==> config.mk <==
export PLATFORM = sky130hd
export DESIGN_NAME = conv_sequencer
export DESIGN_NICKNAME = d
export VERILOG_FILES = /design/src/rtl/conv_seq_pkg.sv /design/src/rtl/conv_seq_counter.sv /design/src/rtl/conv_sequencer.sv
export SDC_FILE = /design/constraint.sdc
export NUM_CORES = 1
export LEC_CHECK = 0
export CAP_MARGIN = 20
export CORE_MARGIN = 8
export CORE_UTILIZATION = 49
export CTS_CLUSTER_SIZE = 25
export DETAILED_ROUTE_END_ITERATION = 12
export PLACE_DENSITY = 0.87
export SYNTH_ARGS = -nofsm -noshare
export SYNTH_HDL_FRONTEND = slang
export SYNTH_SLANG_ARGS = --single-unit
==> constraint.sdc <==
create_clock -name clk -period 2.35 [get_ports clk]
set_clock_uncertainty 0.2 [all_clocks]
set_input_delay 0.235 -clock clk [delete_from_list [all_inputs] [get_ports clk]]
set_output_delay 0.235 -clock clk [all_outputs]
set_load 0.005 [all_outputs]
==> src/rtl/conv_seq_pkg.sv <==
// conv_seq_pkg
//   Shared definitions for the convolution sequencer: the FSM state encoding
//   and the index-width helper used to size every counter and index port.
package conv_seq_pkg;

  typedef enum logic [2:0] {
    IDLE,
    LOAD_KERN,
    LOAD_IF,
    COMPUTE,
    WRITE,
    SLIDE,
    NEXT_ROW,
    DONE
  } state_e;

  // Width needed to index n items, never less than one bit.
  function automatic int idx_width(input int n);
    int w;
    w = $clog2(n);
    return (w < 1) ? 1 : w;
  endfunction

endpackage

==> src/rtl/conv_seq_counter.sv <==
// conv_seq_counter
//   Wrapping up-counter over 0..MAX-1.
//   Ports:
//     clk, rst : clock, asynchronous active-high reset
//     en       : advance by one (wraps to 0 after MAX-1)
//     clr      : synchronous clear, wins over en
//     count    : current value
//     last     : count == MAX-1
module conv_seq_counter
  import conv_seq_pkg::*;
#(
  parameter int MAX = 4,
  parameter int W   = idx_width(MAX)
) (
  input  logic         clk,
  input  logic         rst,
  input  logic         en,
  input  logic         clr,
  output logic [W-1:0] count,
  output logic         last
);

  logic [W-1:0] count_q;
  logic [W-1:0] count_d;

  // NOTE: every always_comb output gets a default first so no path can
  // leave it unassigned and infer a latch.
  always_comb begin
    last    = (count_q == W'(MAX - 1));
    count_d = count_q;
    if (clr) begin
      count_d = '0;
    end else if (en) begin
      count_d = last ? '0 : count_q + W'(1);
    end
  end

  // NOTE: state registers use non-blocking assignments so all flops update
  // together at the edge regardless of block evaluation order.
  always_ff @(posedge clk or posedge rst) begin
    if (rst) begin
      count_q <= '0;
    end else begin
      count_q <= count_d;
    end
  end

  assign count = count_q;

endmodule

==> src/rtl/conv_sequencer.sv <==
// conv_sequencer
//   Sequences a convolution engine through kernel load, ifmap window load,
//   per-kernel MAC passes for every output position and window sliding.
//   Optional feature macro: CONV_SEQ_ABORT_EN adds abort/aborted.
//   Ports:
//     clk, rst          : clock, asynchronous active-high reset
//     start             : begin a frame (accepted only in IDLE with stall low)
//     stall             : freeze state/counters, suppress all strobes
//     abort / aborted   : (CONV_SEQ_ABORT_EN) return to IDLE / 1-cycle ack
//     busy, done        : not-IDLE flag, end-of-frame pulse
//     kern_wr_en, k_row : one-hot filter write enable, row index for loads
//     if_load,row_shift : ifmap row load, shift-up-first qualifier
//     win_shift         : shift window one column right
//     mac_en, acc_clr   : MAC step enable, accumulator clear on first step
//     k_sel, mac_step   : kernel and step index for MAC/write
//     out_wr, out_col, out_row : output memory write and its coordinates
module conv_sequencer
  import conv_seq_pkg::*;
#(
  parameter  int N_KERNELS = 4,
  parameter  int K_SIZE    = 4,
  parameter  int IMG_W     = 16,
  parameter  int IMG_H     = 16,
  parameter  int STRIDE    = 1,
  localparam int OUT_W     = (IMG_W - K_SIZE) / STRIDE + 1,
  localparam int OUT_H     = (IMG_H - K_SIZE) / STRIDE + 1,
  localparam int KW        = idx_width(N_KERNELS),
  localparam int RW        = idx_width(K_SIZE),
  localparam int CW        = idx_width(OUT_W),
  localparam int HW        = idx_width(OUT_H)
) (
  input  logic                 clk,
  input  logic                 rst,
  input  logic                 start,
  input  logic                 stall,
`ifdef CONV_SEQ_ABORT_EN
  input  logic                 abort,
  output logic                 aborted,
`endif
  output logic                 busy,
  output logic                 done,
  output logic [N_KERNELS-1:0] kern_wr_en,
  output logic [RW-1:0]        k_row,
  output logic                 if_load,
  output logic                 row_shift,
  output logic                 win_shift,
  output logic                 mac_en,
  output logic                 acc_clr,
  output logic [KW-1:0]        k_sel,
  output logic [RW-1:0]        mac_step,
  output logic                 out_wr,
  output logic [CW-1:0]        out_col,
  output logic [HW-1:0]        out_row
);

  if (((IMG_W - K_SIZE) % STRIDE) != 0 || ((IMG_H - K_SIZE) % STRIDE) != 0) begin : g_bad_stride
    $error("conv_sequencer: image minus kernel size must be a multiple of STRIDE");
  end

  state_e state_q, state_d;

  logic r_en, kc_en, col_en, orow_en, sc_en, clr_all;
  logic r_last, kc_last, col_last, orow_last, sc_last;
  logic [RW-1:0] r_cnt;
  logic [KW-1:0] kc_cnt;
  logic [CW-1:0] col_cnt;
  logic [HW-1:0] orow_cnt;
  logic [idx_width(STRIDE)-1:0] sc_cnt_unused;

  conv_seq_counter #(.MAX(K_SIZE)) u_r (
    .clk(clk), .rst(rst), .en(r_en), .clr(clr_all), .count(r_cnt), .last(r_last)
  );
  conv_seq_counter #(.MAX(N_KERNELS)) u_kc (
    .clk(clk), .rst(rst), .en(kc_en), .clr(clr_all), .count(kc_cnt), .last(kc_last)
  );
  conv_seq_counter #(.MAX(OUT_W)) u_col (
    .clk(clk), .rst(rst), .en(col_en), .clr(clr_all), .count(col_cnt), .last(col_last)
  );
  conv_seq_counter #(.MAX(OUT_H)) u_orow (
    .clk(clk), .rst(rst), .en(orow_en), .clr(clr_all), .count(orow_cnt), .last(orow_last)
  );
  conv_seq_counter #(.MAX(STRIDE)) u_sc (
    .clk(clk), .rst(rst), .en(sc_en), .clr(clr_all), .count(sc_cnt_unused), .last(sc_last)
  );

  // Next state and counter control.
  always_comb begin
    state_d = state_q;
    r_en    = 1'b0;
    kc_en   = 1'b0;
    col_en  = 1'b0;
    orow_en = 1'b0;
    sc_en   = 1'b0;
    clr_all = 1'b0;
    case (state_q)
      IDLE: begin
        if (start && !stall) begin
          state_d = LOAD_KERN;
          clr_all = 1'b1;
        end
      end
      LOAD_KERN: begin
        r_en  = 1'b1;
        kc_en = r_last;
        if (r_last && kc_last) state_d = LOAD_IF;
      end
      LOAD_IF: begin
        r_en = 1'b1;
        if (r_last) state_d = COMPUTE;
      end
      COMPUTE: begin
        r_en = 1'b1;
        if (r_last) state_d = WRITE;
      end
      WRITE: begin
        // kc wraps to 0 after the last kernel, ready for the next position.
        kc_en = 1'b1;
        if (!kc_last)        state_d = COMPUTE;
        else if (!col_last)  state_d = SLIDE;
        else if (!orow_last) state_d = NEXT_ROW;
        else                 state_d = DONE;
      end
      SLIDE: begin
        sc_en = 1'b1;
        if (sc_last) begin
          col_en  = 1'b1;
          state_d = COMPUTE;
        end
      end
      NEXT_ROW: begin
        // col is at its last value here, so advancing it wraps it to 0.
        sc_en = 1'b1;
        if (sc_last) begin
          col_en  = 1'b1;
          orow_en = 1'b1;
          state_d = COMPUTE;
        end
      end
      DONE: begin
        clr_all = 1'b1;
        state_d = IDLE;
      end
      default: state_d = IDLE;
    endcase

    if (stall) begin
      state_d = state_q;
      r_en    = 1'b0;
      kc_en   = 1'b0;
      col_en  = 1'b0;
      orow_en = 1'b0;
      sc_en   = 1'b0;
      clr_all = 1'b0;
    end

`ifdef CONV_SEQ_ABORT_EN
    // abort overrides stall and everything else outside IDLE.
    if (abort && state_q != IDLE) begin
      state_d = IDLE;
      r_en    = 1'b0;
      kc_en   = 1'b0;
      col_en  = 1'b0;
      orow_en = 1'b0;
      sc_en   = 1'b0;
      clr_all = 1'b1;
    end
`endif
  end

  always_ff @(posedge clk or posedge rst) begin
    if (rst) begin
      state_q <= IDLE;
    end else begin
      state_q <= state_d;
    end
  end

`ifdef CONV_SEQ_ABORT_EN
  logic aborted_q, aborted_d;
  assign aborted_d = abort && (state_q != IDLE);
  always_ff @(posedge clk or posedge rst) begin
    if (rst) begin
      aborted_q <= 1'b0;
    end else begin
      aborted_q <= aborted_d;
    end
  end
  assign aborted = aborted_q;
`endif

  // Output decode: strobes are qualified by !stall, indices are not, so a
  // stalled cycle keeps presenting the same indices.
  logic act;
  always_comb begin
    act        = !stall;
    busy       = (state_q != IDLE);
    done       = (state_q == DONE) && act;
    kern_wr_en = '0;
    k_row      = '0;
    if_load    = 1'b0;
    row_shift  = 1'b0;
    win_shift  = 1'b0;
    mac_en     = 1'b0;
    acc_clr    = 1'b0;
    k_sel      = '0;
    mac_step   = '0;
    out_wr     = 1'b0;
    out_col    = '0;
    out_row    = '0;
    case (state_q)
      LOAD_KERN: begin
        kern_wr_en = act ? (N_KERNELS'(1) << kc_cnt) : '0;
        k_row      = r_cnt;
      end
      LOAD_IF: begin
        if_load = act;
        k_row   = r_cnt;
      end
      COMPUTE: begin
        mac_en   = act;
        acc_clr  = act && (r_cnt == '0);
        k_sel    = kc_cnt;
        mac_step = r_cnt;
      end
      WRITE: begin
        out_wr  = act;
        k_sel   = kc_cnt;
        out_col = col_cnt;
        out_row = orow_cnt;
      end
      SLIDE: win_shift = act;
      NEXT_ROW: begin
        if_load   = act;
        row_shift = act;
        k_row     = RW'(K_SIZE - 1);
      end
      default: ;
    endcase
  end

endmodule

==> results of run 1 <==
cell usage after synthesis:
master                     count  share of area [%]
sky130_fd_sc_hd__o32ai_1       1               0.73
sky130_fd_sc_hd__a41oi_1       1               0.73
sky130_fd_sc_hd__nor2b_1       2                1.0
sky130_fd_sc_hd__o31a_1        1               0.73
sky130_fd_sc_hd__nor2_1       18                5.6
sky130_fd_sc_hd__xnor2_1       1               0.73
sky130_fd_sc_hd__nor4b_2       1                1.2
sky130_fd_sc_hd__nor2_2        1               0.52
sky130_fd_sc_hd__nor2_4        1               0.93
sky130_fd_sc_hd__nand4_1       2                1.0
sky130_fd_sc_hd__inv_1        12                3.7
sky130_fd_sc_hd__a21o_1        1               0.62
sky130_fd_sc_hd__a22o_1        1               0.73
sky130_fd_sc_hd__ha_1         11                 11
sky130_fd_sc_hd__nor3_1        7                2.9
sky130_fd_sc_hd__nand2b_1      4                2.1
sky130_fd_sc_hd__nand2_1       9                2.8
sky130_fd_sc_hd__nand2_2       1               0.52
sky130_fd_sc_hd__mux2i_1       6                5.0
sky130_fd_sc_hd__nand3_1       4                1.7
sky130_fd_sc_hd__o21bai_1      1               0.62
sky130_fd_sc_hd__dfrtp_1      15                 31
sky130_fd_sc_hd__a211o_1       1               0.73
sky130_fd_sc_hd__buf_4         1               0.62
sky130_fd_sc_hd__a31o_1        1               0.73
sky130_fd_sc_hd__a21oi_1       7                2.9
sky130_fd_sc_hd__a311oi_1      1               0.73
sky130_fd_sc_hd__clkbuf_1      3               0.93
sky130_fd_sc_hd__and2_1        3                1.6
sky130_fd_sc_hd__or4b_1        1               0.83
sky130_fd_sc_hd__nand3b_1      2                1.2
sky130_fd_sc_hd__a211oi_1      1               0.62
sky130_fd_sc_hd__o21ai_0       9                3.7
sky130_fd_sc_hd__buf_2         2               0.83
sky130_fd_sc_hd__o21a_1        2                1.2
sky130_fd_sc_hd__o31ai_1       2                1.2
sky130_fd_sc_hd__o22ai_1       1               0.52
sky130_fd_sc_hd__and3_1       10                5.2
cells by family (layout without fill, tap and decap cells):
kind of cell,Yosys count,after routing,share of synthesized area [%]
AO/OA/AOI/OAI,31,31,16.6
XOR/XNOR,1,1,0.726
adder cells (fa/ha/maj),11,11,11.4
buffers and inverters,18,57,6.11
flip-flops,15,15,31.1
multiplexers,6,6,4.97
AND/OR/NAND/NOR,66,66,29.1
worst max-delay path, cell delays in order, from the launching register on:
cell and delay, ps:
sky130_fd_sc_hd__dfrtp_2 500, sky130_fd_sc_hd__buf_4 210, sky130_fd_sc_hd__nor2_2 160, sky130_fd_sc_hd__and3_1 180
sky130_fd_sc_hd__clkdlybuf4s50_1 500
layer usage:
metal | up-vias | share of wire, % | GRT usage (%)
li1 | 599 | - | -
met3 | 5 | 6.1 | 3.57
met1 | 601 | 43 | 19.3
met5 | - | 0 | 0
met4 | 0 | 1.5 | 5.72
met2 | 40 | 50 | 27.6
worst paths after layout:
check / from / end / depth (start not counted)
worst max-delay path: state_q[1] / kern_wr_en[2] / 4
worst min-delay path: rst / u_col.count[3] / 2
worst max register to register: u_orow.count[0] / state_q[0] / 5
worst min register to register: u_orow.count[3] / u_orow.count[3] / 1
max in group asynchronous: rst / state_q[0] / 2
min in group clk: u_orow.count[3] / u_orow.count[3] / 1
power by group through the flow:
| stage | clock network, mW | registers, mW | logic, mW |
|---|---|---|---|
| 4_1_cts | 0.156 | 0.373 | 0.466 |
| 3_3_place_gp | 0 | 0.373 | 0.448 |
| 3_5_place_dp | 0 | 0.376 | 0.461 |
| 2_1_floorplan | 0 | 0.336 | 0.329 |
| 6_report | 0.162 | 0.368 | 0.504 |
| 5_1_grt | 0.173 | 0.375 | 0.559 |
layout make-up:
| cell class | instances | area share (%) |
|---|---|---|
| Clock buffer | 4 | 1.62 |
| Inverter | 12 | 2.77 |
| Multi-Input combinational cell | 115 | 46.8 |
| Sequential cell | 15 | 23.3 |
| Tap cell | 30 | 2.31 |
| Timing Repair Buffer | 41 | 23.2 |
state kept, by name, indices dropped and copies added, names as in the netlist:
name and cells:
u_r.count 2, u_col.count 4, u_kc.count 2, u_orow.count 4, state_q 3
repair_timing:
action / CTS / global route
gates resized for setup: 2 / 3
setup buffers: 0 / 6
hold buffers: 0 / 0
setup endpoints to repair: 10 / 12
==> summary.md, run 1 <==
| Metric | Value |
|---|---|
| Run status | completed |
| Final Max Tran Viols | 0 |
| Clock root buffer master | sky130_fd_sc_hd__clkbuf_4 |
| Most frequent standard cell in the layout excluding fill and tap cells | sky130_fd_sc_hd__clkdlybuf4s50_1 |
| Worst Max-Slew Pin Slew | between 600 and 700 ps |
| #FFs+latches synth | 15 |
| Post-layout util | between 60% and 70% |
| Full die area | roughly 4300 um^2 |
| Residual antenna-violating net count after detailed routing | 0 |
| Number of nets in the synthesized netlist | about 160 |
| Clock insertion delay at the later pin of the skew report | approximately 300 ps |
| Global-route wire length before repair | roughly 5700 um |
| Syn_area_per_cell | 8.16 um^2 |
| Routed len/inst | between 15 and 20 um |
| Final cell count without fillers | roughly 220 |
| Max-cap violation count | 0 |
| Count of placed standard cells including taps | between 200 and 250 |
| Portion of the clock cycle consumed by the worst path in the final layout | a little over nine tenths |
| DIE HEIGHT | about 66 um |
| Layout net count | between 200 and 250 |
| Boundary Pins | 30 |
| GP Congestion | slightly below 0.9 |
| Static Leak | ~0.7 nW |
| Total congestion overflow | 0 |
| DRC Markers | 0 |
| Final setup vio count | 0 |
| Seq pwr share | between 30% and 40% |
| Sum of internal, switching and leakage power | around 1.0 mW |
| Distinct cell type count of the synthesized netlist | 38 |
| Sort of element at the end of the critical path | output pin |
| Net Switching | 0.434 mW |
| Starting Density | between 50% and 60% |
| Setup repair after global routing missed its margin | no |
| Hold slack | a little under 90 ps |
| Initial DRT Pass Iterations | 4 |
| Count of antenna diodes in the layout | 0 |
| Relative contribution of the clock network to total power | ~16% |
| Worst Setup Start Kind | register |
| Final instance area | ~1600 um^2 |
| Maximum fanout count along the critical path | 11 |
| H-Tree Level Count | 1 |
| Total Routed Length | between 3000 and 4000 um |
| Site Rows | 18 |
| Max_slew headroom | roughly three fifths |
| Clock buffer depth | 2 |
| Internal Power | 0.600 mW |
| Area taken by multi-input logic gates | between 700 and 800 um^2 |
| Setup slack, reg-to-reg | between 200 and 300 ps |
| Worst path arrival time | 1850 ps |
| Largest net degree at the start of global routing | 16 |
| Combinational group share of total power | 48.7% |
| Sum of net half-perimeters after detailed placement | ~2500 um |
| Starting DRC count in detailed routing | 66 |
| Class of the most critical setup path | reg2out |
| Number of antenna violations at the first check in global routing | 0 |
| Placeable core region | 2410 um^2 |
| Number of buffers created by CTS | 3 |
| Worst IR Drop VDD | roughly 0.44 mV |
| Type of the most critical hold path | in2async |
| GRT Total Usage | roughly 16% |
| Commonest cells after routing, fill and taps aside | sky130_fd_sc_hd__clkdlybuf4s50_1 (29), sky130_fd_sc_hd__nor2_1 (17), sky130_fd_sc_hd__inv_1 (12), sky130_fd_sc_hd__dfrtp_1 (12) |
| Worst EP required | around 1900 ps |
| Cell area after technology mapping | 1210 um^2 |
| Routed vias/inst | roughly 5.7 |
| Syn-to-layout area delta | 34.7% |
| Switching share of power | around two fifths |
| Count of port buffers added during placement | 29 |
| Number of global-route vias before repair | 1228 |
| Worst-case setup margin in the final layout | 60.6 ps |
| Total number of vias | 1245 |
| CTS tree | yes |
| Number of clock sinks seen by CTS | 15 |
| Fraction of final layout cells sized beyond drive strength 1 | between 10 and 15% |
| Post-synthesis sequential area ratio | around 31% |
| Worst Setup Slack post-DPL | 216 ps |
| Final sum of negative setup slack | 0 ps |
| Placed cell areas | 1550 um^2 |
| Power density of the placed cells | 636 nW/um^2 |
| Yosys Warn Count | 0 |
| Clock slew at reported path FFs | about 100 ps |
| Instance count of the mapped netlist | between 100 and 150 |
| Storage cell area | 379 um^2 |
| Number of hold violations in the final report | 0 |
| Fillers | 190 |
| Fmax | approximately 0.44 GHz |
| Horizontal die dimension | 65.6 um |
| Time the worst path needs with I/O delays and setup | approximately 2300 ps |
(Power assumes the default switching activity.)
==> run 2, diff against run 1 <==
--- a/config.mk
+++ b/config.mk
@@ -7,10 +7,10 @@
 export LEC_CHECK = 0
 export CAP_MARGIN = 20
 export CORE_MARGIN = 8
-export CORE_UTILIZATION = 49
+export CORE_UTILIZATION = 30
 export CTS_CLUSTER_SIZE = 25
 export DETAILED_ROUTE_END_ITERATION = 12
-export PLACE_DENSITY = 0.87
+export PLACE_DENSITY = 0.6
 export SYNTH_ARGS = -nofsm -noshare
 export SYNTH_HDL_FRONTEND = slang
 export SYNTH_SLANG_ARGS = --single-unit
==> summary.md, run 2 (synthesis gave the netlist of run 1 again) <==
| Metric | Value |
|---|---|
| Count of antenna diodes in the layout | 0 (unchanged) |
| Run status | completed |
| Critical register-to-register path startpoint | u_orow.count[0] |
| GP Congestion | 0.854 (-1.3%) |
| Clock root buffer master | sky130_fd_sc_hd__clkbuf_8 |
| Power density of the placed cells | 660 nW/um^2 (+3.8%) |
| Worst-case setup margin in the final layout | 97.0 ps (+36.5 ps) |
| Final sum of negative setup slack | 0 ps (unchanged) |
| GRT Total Usage | 9.92% (-6.3 points) |
| Internal Power | 0.678 mW (+13%) |
| Switching share of power | 38.4% (-3.5 points) |
| Sort of element at the end of the critical path | output pin |
| Seq pwr share | 33.2% (-2.4 points) |
| Global-route track usage on met1 | 11.3% (-8.0 points) |
| DRC Markers | 0 (unchanged) |
| Full die area | 6310 um^2 (+46%) |
| Commonest cells after routing, fill and taps aside | sky130_fd_sc_hd__clkdlybuf4s50_1 (29), sky130_fd_sc_hd__nor2_1 (18), sky130_fd_sc_hd__inv_1 (12), sky130_fd_sc_hd__buf_4 (12), sky130_fd_sc_hd__dfrtp_1 (12) |
| Most used routing layer | met2 |
| Maximum fanout count along the critical path | 20 (+9) |
| Global-route wire length before repair | 5150 um (-9.4%) |
| Worst Setup Start Kind | register |
| Worst IR Drop VDD | 0.343 mV (-22%) |
| CTS hold repair buffers | 0 (unchanged) |
| Worst EP required | 1910 ps (about the same) |
| Number of antenna violations at the first check in global routing | 0 (unchanged) |
| Total number of vias | 1183 (-5.0%) |
| Max_slew headroom | 61.8% (+2.6 points) |
| Count of placed standard cells including taps | 229 (+11%) |
| Max-cap violation count | 0 (unchanged) |
| Sum of internal, switching and leakage power | 1.10 mW (+6.6%) |
| Post-layout util | 42.4% (-25 points) |
| Met3 usage in global routing | 3.38% (-0.19 points) |
| Count of port buffers added during placement | 29 (unchanged) |
| Boundary Pins | 30 (unchanged) |
| Initial DRT Pass Iterations | 4 (unchanged) |
| Starting Density | 30.6% (-19 points) |
| Clock slew at reported path FFs | 60 ps (-40 ps) |
| Number of clock sinks seen by CTS | 15 (unchanged) |
| Placeable core region | 3940 um^2 (+64%) |
| Clock buffer depth | 2 (unchanged) |
| Relative contribution of the clock network to total power | 19.0% (+3.3 points) |
| Portion of the clock cycle consumed by the worst path in the final layout | 95.9% (-1.6 points) |
| Residual antenna-violating net count after detailed routing | 0 (unchanged) |
| DIE HEIGHT | 79.4 um (+21%) |
| Clock insertion delay at the later pin of the skew report | 250 ps (-50 ps) |
| Fillers | 395 (+110%) |
| Number of buffers created by CTS | 3 (unchanged) |
| Type of the most critical hold path | in2async |
| Horizontal die dimension | 79.4 um (+21%) |
| Final cell count without fillers | 237 (+9.2%) |
| Layout net count | 203 (unchanged) |
| Sum of net half-perimeters after detailed placement | 2510 um (+1.4%) |
| Worst Setup Slack post-DPL | 220 ps (+3.46 ps) |
| Met2 Use GR | 17.3% (-10 points) |
| Setup repair after global routing missed its margin | no |
| Time the worst path needs with I/O delays and setup | 2250 ps (-36.5 ps) |
| Class of the most critical setup path | reg2out |
| CTS tree | yes |
| Static Leak | 0.710 nW (+0.62%) |
| Number of global-route vias before repair | 1072 (-13%) |
| Hold slack | 139 ps (+50.5 ps) |
| Final setup vio count | 0 (unchanged) |
| Fmax | 0.444 GHz (+1.6%) |
| Placed cell areas | 1590 um^2 (+2.6%) |
| Site Rows | 23 (+5) |
| Largest net degree at the start of global routing | 21 (+5) |
| Worst path arrival time | 1820 ps (-30 ps) |
| Routed len/inst | 13.6 um (-13%) |
| Most frequent standard cell in the layout excluding fill and tap cells | sky130_fd_sc_hd__clkdlybuf4s50_1 |
| Final instance area | 1670 um^2 (+2.7%) |
| Syn-to-layout area delta | 38.3% |
| Area taken by multi-input logic gates | 758 um^2 (-0.33%) |
| Routed vias/inst | 4.99 (-13%) |
| H-Tree Level Count | 1 (unchanged) |
| Launch point of the critical path | state_q[2] |
| Starting DRC count in detailed routing | 74 (+12%) |
| Fraction of final layout cells sized beyond drive strength 1 | 11.8% (-0.53 points) |
| Storage cell area | 379 um^2 (unchanged) |
| Total Routed Length | 3230 um (-5.0%) |
| Number of hold violations in the final report | 0 (unchanged) |
| Final Max Tran Viols | 0 (unchanged) |
| Combinational group share of total power | 47.8% (-0.9 points) |
| Net Switching | 0.424 mW (-2.4%) |
| Total congestion overflow | 0 (unchanged) |
| Worst Max-Slew Pin Slew | 572 ps (-38.7 ps) |
[run 2: worst max-delay path, cell delays in order (launching register included)]
cell,delay (ps)
sky130_fd_sc_hd__dfrtp_2,540
sky130_fd_sc_hd__nand2b_1,230
sky130_fd_sc_hd__o21ai_0,150
sky130_fd_sc_hd__nand2_1,70
sky130_fd_sc_hd__o21ai_0,70
sky130_fd_sc_hd__clkdlybuf4s50_1,520
[run 2: timing repair]
item / in CTS / in global routing
gates resized for setup: 2 / 1
endpoints found under the setup margin: 11 / 3
buffers inserted: 0 / 4
[run 2: path summary, 6_finish.rpt]
check | slack [ps] | depth (start not counted) | end
worst max-delay path | 100 | 5 | k_row[1]
worst min-delay path | 140 | 2 | u_col.count[2]
worst max register to register | 320 | 5 | state_q[0]
worst min register to register | 350 | 1 | u_orow.count[3]
max in group asynchronous | 1400 | 2 | state_q[1]
min in group clk | 350 | 1 | u_orow.count[3]
[run 2: power by group through the flow]
stage                     combinational [mW]  clock, mW  sequential [mW]
final                                  0.527      0.210            0.366
after global routing                   0.582      0.233            0.370
after CTS                              0.474      0.215            0.378
after detailed placement               0.473          0            0.381
after global placement                 0.465          0            0.377
after floorplan                        0.329          0            0.336
[run 2: layout make-up]
type	instances	share of cell area [%]
inverters	12	2.70
well taps	50	3.75
multi-input cells	115	45.4
flip-flops and latches	15	22.7
clock buffers	4	2.70
repair buffers	41	22.8
[run 2: metal layers]
metal | vias up | share of wire [%]
met5 | - | 0
met4 | 0 | 0.71
met3 | 3 | 6.6
met2 | 25 | 50
met1 | 564 | 43
li1 | 591 | -
==> run 3, diff against run 2 <==
--- a/config.mk
+++ b/config.mk
@@ -13,4 +13,5 @@
 export PLACE_DENSITY = 0.6
 export SYNTH_ARGS = -nofsm -noshare
 export SYNTH_HDL_FRONTEND = slang
+export SYNTH_HIERARCHICAL = 1
 export SYNTH_SLANG_ARGS = --single-unit
==> summary.md, run 3 <==
| Metric | Value |
|---|---|
| Run status | completed |
| Number of clock sinks seen by CTS | 15 (unchanged) |
| Number of nets in the synthesized netlist | 159 (-2.5%) |
| Placed cell areas | 1580 um^2 (-0.63%) |
| Worst path arrival time | 1880 ps (+60 ps) |
| GRT Total Usage | 10.5% (+0.60 points) |
| Horizontal die dimension | 78.6 um (-1.1%) |
| Final cell count without fillers | 235 (-0.84%) |
| Clock buffer depth | 2 (unchanged) |
| Post-cts repair resize count | 4 (+2) |
| Routed len/inst | 13.7 um (+0.76%) |
| Count of port buffers added during placement | 29 (unchanged) |
| H-Tree Level Count | 1 (unchanged) |
| Final Max Tran Viols | 0 (unchanged) |
| Time the worst path needs with I/O delays and setup | 2310 ps (+59.3 ps) |
| Routed vias/inst | 5.16 (+3.3%) |
| Global-route wire length before repair | 5370 um (+4.3%) |
| CTS hold repair buffers | 0 (unchanged) |
| Final setup vio count | 0 (unchanged) |
| Clock root buffer master | sky130_fd_sc_hd__clkbuf_8 |
| Fraction of final layout cells sized beyond drive strength 1 | 14.4% (+2.7 points) |
| Placeable core region | 3720 um^2 (-5.7%) |
| # Post-CTS Setup Buffers | 0 (unchanged) |
| Count of antenna diodes in the layout | 0 (unchanged) |
| Sort of element at the end of the critical path | output pin |
| Cell area after technology mapping | 1170 um^2 (-2.7%) |
| GP Congestion | 0.834 (-2.3%) |
| Starting DRC count in detailed routing | 92 (+24%) |
| Total congestion overflow | 0 (unchanged) |
| Commonest cells after routing, fill and taps aside | sky130_fd_sc_hd__clkdlybuf4s50_1 (29), sky130_fd_sc_hd__nor2_1 (18), sky130_fd_sc_hd__a21oi_1 (12), sky130_fd_sc_hd__buf_4 (12), sky130_fd_sc_hd__dfrtp_1 (12) |
| Max_slew headroom | 65.6% (+3.8 points) |
| Number of hold violations in the final report | 0 (unchanged) |
| Sum of internal, switching and leakage power | 1.47 mW (+33%) |
| Starting Density | 31.6% (+0.99 points) |
| Full die area | 6170 um^2 (-2.2%) |
| Fmax | 0.432 GHz (-2.6%) |
| Worst Setup Start Kind | register |
| Type of the most critical hold path | in2async |
| Clock insertion delay at the later pin of the skew report | 240 ps (about the same) |
| Count of placed standard cells including taps | 231 (+0.87%) |
| Power density of the placed cells | 889 nW/um^2 (+35%) |
| CTS tree | yes |
| Number of buffers created by CTS | 3 (unchanged) |
| Maximum fanout count along the critical path | 9 (-55%) |
| DRC Markers | 0 (unchanged) |
| Initial DRT Pass Iterations | 4 (unchanged) |
| Total number of vias | 1212 (+2.5%) |
| Layout net count | 198 (-2.5%) |
| Boundary Pins | 30 (unchanged) |
| Total Routed Length | 3230 um (about the same) |
| Hold slack | 138 ps (-1.25 ps) |
| Syn_area_per_cell | 7.89 um^2 (-3.3%) |
| Residual antenna-violating net count after detailed routing | 0 (unchanged) |
| Max-cap violation count | 0 (unchanged) |
| Worst EP required | 1910 ps (about the same) |
| Worst IR Drop VDD | 0.352 mV (+2.7%) |
| Static Leak | 0.714 nW (+0.60%) |
| Final instance area | 1650 um^2 (-1.3%) |
| Site Rows | 22 (-4.3%) |
| Fillers | 374 (-5.3%) |
| Post-layout util | 44.4% (+2.0 points) |
| Worst Max-Slew Pin Slew | 514 ps (-57.9 ps) |
| Number of global-route vias before repair | 1117 (+4.2%) |
| Number of antenna violations at the first check in global routing | 0 (unchanged) |
| Portion of the clock cycle consumed by the worst path in the final layout | 98.4% (+2.5 points) |
| Clock slew at reported path FFs | 60 ps (about the same) |
| Class of the most critical setup path | reg2out |
| Setup repair after global routing missed its margin | yes |
| Largest net degree at the start of global routing | 13 (-38%) |
| DIE HEIGHT | 78.6 um (-1.1%) |
| Yosys Warn Count | 6 (+6) |
| Most frequent standard cell in the layout excluding fill and tap cells | sky130_fd_sc_hd__clkdlybuf4s50_1 |
| Sum of net half-perimeters after detailed placement | 2540 um (+1.5%) |
| Instance count of the mapped netlist | 149 (+0.68%) |
| Syn-to-layout area delta | 40.4% |
==> run 3: routing by layer <==
metal  up-vias  global-route usage (%)  part of all wire, %
met3         6                    3.42                  6.7
met4         0                    1.85                 0.65
li1        597                       -                    -
met2        45                    16.5                   47
met1       564                    13.8                   45
met5         -                       0                    0
==> run 3: critical path, cell delays in order (launching register included) <==
cell                              delay, ps
sky130_fd_sc_hd__dfrtp_2                450
sky130_fd_sc_hd__or2b_1                 280
sky130_fd_sc_hd__o22ai_1                240
sky130_fd_sc_hd__and2_1                 160
sky130_fd_sc_hd__clkdlybuf4s50_1        500
==> run 3: path summary, 6_finish.rpt <==
kind,from,to,slack [ps],cells past startpoint
setup reg to reg,u_r/count[0],u_kc/count[0],270,6
setup / recovery,state_q[1],k_sel[0],40,4
max in group asynchronous,rst,u_col/count[3],1610,2
hold / removal,rst,u_kc/count[0],140,2
hold reg to reg,u_col/count[1],u_col/count[1],410,2
min in group clk,u_col/count[1],u_col/count[1],410,2
==> run 3: power breakdown <==
| group | internal, mW | leakage [nW] | switching [mW] | total [mW] |
|---|---|---|---|---|
| clock network | 0.120 | 0.0228 | 0.0875 | 0.207 |
| logic | 0.408 | 0.496 | 0.404 | 0.812 |
| registers | 0.330 | 0.195 | 0.117 | 0.447 |
| total | 0.857 | 0.714 | 0.609 | 1.47 |
==> run 3: layout make-up <==
class / count / area [um^2] / share of cell area, %
Tap cell: 48 / 60.1 / 3.64
Timing Repair Buffer: 41 / 380 / 23.1
Multi-Input combinational cell: 117 / 747 / 45.3
Inverter: 10 / 37.5 / 2.28
Sequential cell: 15 / 379 / 23.0
Clock buffer: 4 / 45.0 / 2.73
==> run 3: stage by stage <==
stage | TNS (ps) | setup slack (ps)
floorplan | 0 | 346
finish | 0 | 37.7
global placement | 0 | 119
global route | -413 | -60.8
CTS | 0 | 9.06
detailed placement | 0 | 76.4
